<file path="src/rtl/pipe_ctrl_pkg.sv">
// Shared types for the pipeline hazard controller: FSM state encoding,
// the enable/clear control bundle and default multicycle latency.
package pipe_ctrl_pkg;

   localparam int MC_LAT_DEF = 32;
   localparam int CNT_W_DEF  = 6;

   typedef enum logic [1:0] {
      RUN     = 2'b00,
      MC_WAIT = 2'b01,
      HALT    = 2'b10
   } state_t;

   typedef struct packed {
      logic pc_en;
      logic en_ifid;
      logic en_idex;
      logic en_exmem;
      logic en_memwb;
      logic clr_ifid;
      logic clr_idex;
      logic clr_exmem;
   } ctrl_t;

   // Free-running pipeline: every stage loads, nothing cleared.
   localparam ctrl_t CTRL_RUN  = 8'b11111_000;
   localparam ctrl_t CTRL_HOLD = 8'b00000_000;

endpackage

</file>
<file path="src/rtl/pipe_ctrl_mc_cnt.sv">
// Loadable down-counter tracking remaining multicycle EX cycles; zero flag is
// combinational from the count. Stops at zero, no backpressure.
module mc_cnt #(
   parameter int CNT_W = 6
) (
   input  logic             clk,
   input  logic             rst,
   input  logic             load,
   input  logic [CNT_W-1:0] load_val,
   input  logic             dec,
   output logic             zero
);

   logic [CNT_W-1:0] cnt;

   always_ff @(posedge clk or negedge rst) begin
      if (!rst) begin
         cnt <= '0;
      end else if (load) begin
         cnt <= load_val;
      end else if (dec && (cnt != '0)) begin
         cnt <= cnt - CNT_W'(1);
      end
   end

   assign zero = (cnt == '0);

endmodule

</file>
<file path="src/rtl/pipe_ctrl.sv">
// Pipeline stall/flush controller: combinational enables/clears from FSM state
// and hazards; stalls the front end during multicycle EX ops and on halt. Optional PIPE_CTRL_PERF_CNT_EN.
module pipe_ctrl
   import pipe_ctrl_pkg::*;
#(
   parameter int MC_LAT = MC_LAT_DEF,
   parameter int CNT_W  = CNT_W_DEF
) (
   input  logic        clk,
   input  logic        rst,
   input  logic        load_use_hz,
   input  logic        br_taken,
   input  logic        mc_start,
   input  logic        halt_req,
   input  logic        resume,
   output logic        pc_en,
   output logic        en_ifid,
   output logic        en_idex,
   output logic        en_exmem,
   output logic        en_memwb,
   output logic        clr_ifid,
   output logic        clr_idex,
   output logic        clr_exmem,
   output logic [1:0]  state,
   output logic        mc_busy
`ifdef PIPE_CTRL_PERF_CNT_EN
   ,
   output logic [31:0] stall_cycles
`endif
);

   state_t cur_st;
   state_t nxt_st;
   ctrl_t  ctrl;
   ctrl_t  ctrl_out;
   logic   cnt_load;
   logic   cnt_dec;
   logic   cnt_zero;
   logic   pend_set;
   logic   halt_pend;

   mc_cnt #(.CNT_W(CNT_W)) u_mc_cnt (
      .clk      (clk),
      .rst      (rst),
      .load     (cnt_load),
      .load_val (CNT_W'(MC_LAT - 1)),
      .dec      (cnt_dec),
      .zero     (cnt_zero)
   );

   always_comb begin
      ctrl     = CTRL_RUN;
      nxt_st   = cur_st;
      cnt_load = 1'b0;
      cnt_dec  = 1'b0;
      pend_set = 1'b0;
      case (cur_st)
         RUN: begin
            if (br_taken) begin
               ctrl.clr_ifid = 1'b1;
               ctrl.clr_idex = 1'b1;
               if (halt_req) nxt_st = HALT;
            end else if (mc_start) begin
               // A halt arriving with the issue is honoured once the op drains.
               nxt_st   = MC_WAIT;
               cnt_load = 1'b1;
               pend_set = halt_req;
            end else begin
               if (load_use_hz) begin
                  ctrl.pc_en    = 1'b0;
                  ctrl.en_ifid  = 1'b0;
                  ctrl.clr_idex = 1'b1;
               end
               if (halt_req) nxt_st = HALT;
            end
         end
         MC_WAIT: begin
            ctrl.pc_en   = 1'b0;
            ctrl.en_ifid = 1'b0;
            ctrl.en_idex = 1'b0;
            if (!cnt_zero) begin
               ctrl.clr_exmem = 1'b1;
               cnt_dec        = 1'b1;
               pend_set       = halt_req;
            end else begin
               nxt_st = (halt_pend || halt_req) ? HALT : RUN;
            end
         end
         HALT: begin
            ctrl = CTRL_HOLD;
            if (resume) nxt_st = RUN;
         end
         default: nxt_st = RUN;
      endcase
   end

   // Reset forces the free-running control word regardless of hazard inputs.
   assign ctrl_out = rst ? ctrl : CTRL_RUN;

   always_ff @(posedge clk or negedge rst) begin
      if (!rst) begin
         cur_st    <= RUN;
         halt_pend <= 1'b0;
      end else begin
         cur_st    <= nxt_st;
         halt_pend <= (nxt_st == HALT) ? 1'b0 : (halt_pend | pend_set);
      end
   end

   assign pc_en     = ctrl_out.pc_en;
   assign en_ifid   = ctrl_out.en_ifid;
   assign en_idex   = ctrl_out.en_idex;
   assign en_exmem  = ctrl_out.en_exmem;
   assign en_memwb  = ctrl_out.en_memwb;
   assign clr_ifid  = ctrl_out.clr_ifid;
   assign clr_idex  = ctrl_out.clr_idex;
   assign clr_exmem = ctrl_out.clr_exmem;
   assign state     = cur_st;
   assign mc_busy   = (cur_st == MC_WAIT);

`ifdef PIPE_CTRL_PERF_CNT_EN
   always_ff @(posedge clk or negedge rst) begin
      if (!rst) begin
         stall_cycles <= '0;
      end else if (!ctrl_out.pc_en && (stall_cycles != '1)) begin
         stall_cycles <= stall_cycles + 32'd1;
      end
   end
`endif

endmodule

</file>
<file path="config.mk">
export PLATFORM = sky130hd
export DESIGN_NAME = pipe_ctrl
export DESIGN_NICKNAME = d
export VERILOG_FILES = /design/src/rtl/pipe_ctrl_pkg.sv /design/src/rtl/pipe_ctrl_mc_cnt.sv /design/src/rtl/pipe_ctrl.sv
export SDC_FILE = /design/constraint.sdc
export NUM_CORES = 1
export LEC_CHECK = 0
export CAP_MARGIN = 20
export CORE_UTILIZATION = 45
export DETAILED_ROUTE_END_ITERATION = 7
export PLACE_DENSITY = 0.78
export SYNTH_ARGS = -nofsm -noshare
export SYNTH_HDL_FRONTEND = slang
export SYNTH_SLANG_ARGS = --single-unit
</file>
<file path="constraint.sdc">
create_clock -name clk -period 5.4 [get_ports clk]
set_input_delay 0.54 -clock clk [delete_from_list [all_inputs] [get_ports clk]]
set_output_delay 0.54 -clock clk [all_outputs]
set_load 0.1 [all_outputs]
</file>
# == After elaboration in Yosys (flattened, before gate mapping) ==
# Cells that the tools add are included.
# op_classes
add_sub_neg,1
n_mul,0
div,0
order_cmp,0
eq_ne,3
shift,0
n_mux,31
bitwise_logic,1
reduce_logical,7
# ops
operator,count
2-bit 2-to-1 mux,11
1-bit 2-to-1 mux,14
6-bit 2-to-1 mux,2
8-bit 2-to-1 mux,1
6-bit zero test,1
2-bit one-hot mux with 3 select lines,1
6-bit nonzero test,1
"6-bit by 1-bit subtractor with 6-bit output, second input constant",1
"2-bit equality test, second input constant",2
2-bit one-hot mux with 2 select lines,1
"2-bit by 1-bit equality test with 1-bit output, second input constant",1
2-bit zero test,1
1-bit one-hot mux with 2 select lines,1
2-bit nonzero test,1
2-bit OR reduction,1
1-bit logical AND,1
1-bit logical OR,1
1-bit bitwise OR,1
# word_totals
regBits,9
latch_bits,0
ramBits,0
mem_bits_ro,0
input_bits,7
word_cells,46
memories,0

# == Longest topological paths before layout ==
# logic_depth
ltp_word,6
depth_mapped,7
mapped_depth_nobuf,6

# == Cells and area by module ==
# From an unflattened synthesis, not the netlist that was laid out.
# unflattened
cells_unflattened,87
area_unflattened_um2,749.5
# modules_own_cells
module,instances,cells_each,area_each_um2
mc_cnt,1,44,395.4
pipe_ctrl,1,43,354.1

# == Least setup slack after synthesis ==
# No wires, ideal clock.
# synth_timing
path_kind,register -> output
from,reg cur_st[0] (netlist: state[0])
to,out pc_en
arrival_ps,4321
t_required_ps,4860
setup_slack_ps,539
path_stages_with_launch,6
path_buffers,1
path_cell_list,dfrtp_1 > inv_1 > ha_1 > nor2b_1 > o21ai_0 > buf_4
# synth_via
elab_chain_len,4
elab_cells_between_ends,6
cone_classes,eq/ne (2); mux (2); reduce/logical (2)
# synth_lines
element,line_no,source
start: declaration,pipe_ctrl.sv:32,state_t cur_st;
start signal: assignment,pipe_ctrl.sv:105,cur_st <= nxt_st;
2-bit by 1-bit equality test with 1-bit output or 2-bit equality test (tied branches),pipe_ctrl.sv:57,case (cur_st)
2-bit OR reduction (no line),--,
2-bit one-hot mux with 2 select lines *,pipe_ctrl.sv:57,
8-bit 2-to-1 mux *,pipe_ctrl.sv:98,assign ctrl_out = rst ? ctrl : CTRL_RUN;
end: declaration,pipe_ctrl.sv:16,"output logic pc_en,"
# Every way passes the cells marked *; elsewhere a longest branch is shown, timed or not.

# == Final worst setup path ==
# layout_timing
from,reg u_mc_cnt.cnt[0]
to,out clr_exmem
# layout_via
elab_chain_len,4
# layout_lines
element,line_no,source
start: declaration,pipe_ctrl_mc_cnt.sv:14,logic [CNT_W-1:0] cnt;
start signal: assignment,pipe_ctrl_mc_cnt.sv:20,cnt <= load_val;
start signal: assignment,pipe_ctrl_mc_cnt.sv:22,cnt <= cnt - CNT_W'(1);
6-bit zero test,pipe_ctrl_mc_cnt.sv:26,assign zero = (cnt == '0);
1-bit 2-to-1 mux,pipe_ctrl.sv:81,if (!cnt_zero) begin
1-bit 2-to-1 mux,pipe_ctrl.sv:57,
8-bit 2-to-1 mux,pipe_ctrl.sv:98,
end: declaration,pipe_ctrl.sv:23,"output logic clr_exmem,"
# Every way passes these cells.

==> results.sh <==
export IMPL_max_stage_delay_ns=0.98
export IMPL_cts_hold_buffers=0
export IMPL_clock_root_buffer="clkbuf_4"
export IMPL_outcome="complete, no violations"
export IMPL_synth_top_flop_cell="dfrtp_1"
export IMPL_antenna_cells=0
export IMPL_synth_largest_area_cell="dfrtp_1"
export IMPL_fillCellCount=121
export IMPL_fp_row_count=13
export IMPL_cap_viol_max_count=0
export IMPL_grt_pass1_wl_um=2220
export IMPL_viasPerCell=5.38
export IMPL_grt_max_degree=16
export IMPL_fin_crit_ns=3.50
export IMPL_grt_pass1_vias=509
export IMPL_finClkSkew_ns=0.00603
export IMPL_route_detailed_drc=0
export IMPL_cts_made_buffers=3
export IMPL_synth_cells=72
export IMPL_drive_gt1_share_pct=4.44
export IMPL_max_slew_margin_pct=34.9
export IMPL_synthesis_area_um2=639
export IMPL_netlist_area_leader_share_pct=35.2
export IMPL_vias=565
export IMPL_grt_usage_pct=21.5
export IMPL_drtIter0Drc=14
export IMPL_setup_viol=0
export IMPL_synthTopCellsByArea="dfrtp_1 35%, ha_1 12%, xor2_1 5.5%, nand2_1 4.7%, nor2b_1 3.9%"
export IMPL_multiInputGateArea_um2=372
export IMPL_cts_htree_levels=1
export IMPL_post_cts_buffers=0
export IMPL_wire_per_inst_um=13.8
export IMPL_fp_dieW_um=39.7
export IMPL_pin_count=18
export IMPL_cts_clk_slew_worst_paths_ns=0.06
export IMPL_end_kind="primary output"
export IMPL_cp_arrival_ns=2.96
export IMPL_place_gp_congestion=0.646
export IMPL_rsz0062_at_grt="no"
export IMPL_layout_area_seq_um2=225
export IMPL_critical_path_class="reg -> out"
export IMPL_nNetsFinal=104
export IMPL_crit_slowest_cell="clkdlybuf4s50_1"
export IMPL_yosys_top_cells_count="9 x dfrtp_1, 8 x nand2_1, 6 x ha_1, 6 x inv_1"
export IMPL_dr_pass1_iters=5
export IMPL_synth_warnings=0
export IMPL_synth_edff_count=0
export IMPL_syn_nets=85
export IMPL_wl_um=1450
export IMPL_hpwl_um=1090
export IMPL_min_period_over_period_pct=64.8
export IMPL_antenna_found_initial=0
export IMPL_cp_num_buf_inv=2
export IMPL_die_h_um=39.7
export IMPL_drt_antenna_violating_nets=0
export IMPL_yosysSeqAreaShare_pct=35.2
export IMPL_port_buffer_count=17
export IMPL_cts_tree="built"
export IMPL_maxSlewViolCount=0
export IMPL_clkLatencyLatePin_ns=0.26
export IMPL_crit_path_start_kind="flip-flop"
export IMPL_cts_sinks=9
export IMPL_fin_setup_tns_ns=0
export IMPL_required_ns=4.86
export IMPL_worst_pin_slew_ns=0.973
export IMPL_area_delta_synth_final_pct=30.5
export IMPL_synth_most_common_cell="dfrtp_1"
export IMPL_cpLargestDelayFamily="buffers and inverters"
export IMPL_synth_area_per_cell_um2=8.88
export IMPL_synth_async_sr_flop_share_pct=100
export IMPL_dieArea_um2=1580
export IMPL_crit_path_max_fanout=7
export IMPL_overflow=0
export IMPL_ys_ff_latch=9
export IMPL_cts_repair_resized=0
export IMPL_initial_core_util_pct=48.5
export IMPL_hold_path_class="reg -> reg"
export IMPL_fmax_mhz=286
export IMPL_yosysUniqueCellTypes=27
export IMPL_cts_buffer_depth=2
export IMPL_cp_cell_sequence="inv_1 -> ha_1 -> or3b_1 -> o21ai_0 -> nor2_1 -> clkdlybuf4s50_1"
export IMPL_core_um2=1320
export IMPL_hold_viol_final=0
==> through the flow <==
stage | setup slack (ns) | util (%) | instances | instance area [um2] | hold slack (ns)
2_1_floorplan | 0.539 | - | 72 | 639 | 0.244
3_3_place_gp | 2.09 | 61.3 | 101 | 808 | 0.487
3_5_place_dp | 2.09 | 61.3 | 101 | 808 | 0.499
4_1_cts | 1.89 | 63.3 | 105 | 835 | 0.512
5_1_grt | 1.77 | 63.3 | 105 | 835 | 0.536
6_report | 1.90 | 63.3 | 105 | 835 | 0.508
==> final cells by class <==
type                       instances  area share [%]
multi-input combinational         54            44.5
sequential                         9            27.0
timing repair buffer              17            20.4
clock buffer                       4            3.15
inverter                           6            2.70
tap                               15            2.25
==> state kept, by name, summed over array words and instances (netlist names) <==
signal,flops
halt_pend,1
u_mc_cnt.cnt,6
state,2
==> placed cells by master (no fill, tap or decap) <==
master / synthesis / routed
and3b_1: 1 / 1
dfrtp_1: 9 / 9
nor2_1: 5 / 5
a211oi_1: 1 / 1
xnor2_1: 1 / 1
o211ai_1: 3 / 3
clkbuf_4: 0 / 3
o21a_1: 2 / 2
ha_1: 6 / 6
nor3_1: 2 / 2
a21boi_0: 1 / 1
nor2b_1: 4 / 4
a221o_1: 1 / 1
clkdlybuf4s50_1: 0 / 17
clkbuf_1: 0 / 1
or3b_1: 1 / 1
a21oi_1: 2 / 2
nand2b_1: 1 / 1
o21ai_0: 5 / 5
nand4_1: 1 / 1
o32a_1: 1 / 1
inv_1: 6 / 6
nand2_1: 8 / 8
and3_1: 1 / 1
or2_2: 1 / 1
o2111ai_1: 1 / 1
o211a_1: 1 / 1
xor2_1: 4 / 4
==> per-layer routing <==
layer / share of wire [%] / GRT usage, % / up-vias
li1: - / - / 284
met1: 45 / 25.6 / 261
met2: 50 / 35.7 / 18
met3: 5.0 / 8.52 / 2
met4: 0.41 / 5.17 / 0
met5: 0 / 0 / -
==> kinds of logic after synthesis <==
logic type,count (synthesis),synth area share [%]
AO/OA/AOI/OAI,18,19.8
XOR/XNOR,5,6.85
adder cells (fa/ha/maj),6,11.7
buffers and inverters,9,6.65
flip-flops,9,35.2
AND/OR/NAND/NOR,25,19.8
==> final timing paths <==
kind / startpoint / end / slack [ns] / cells past startpoint
worst min-delay path: halt_pend$_DFF_PN0_ / halt_pend$_DFF_PN0_ / 0.51 / 1
max in group asynchronous: rst / u_mc_cnt.cnt[1]$_DFFE_PN0P_ / 4.37 / 1
min in group asynchronous: rst / u_mc_cnt.cnt[3]$_DFFE_PN0P_ / 0.64 / 1
worst max-delay path: u_mc_cnt.cnt[0]$_DFFE_PN0P_ / clr_exmem / 1.90 / 6
worst max register to register: u_mc_cnt.cnt[0]$_DFFE_PN0P_ / halt_pend$_DFF_PN0_ / 3.25 / 6
worst min register to register: halt_pend$_DFF_PN0_ / halt_pend$_DFF_PN0_ / 0.51 / 1
Power is not shown: default switching activity piles up to over one toggle a cycle in this logic, so the estimate is an artifact.
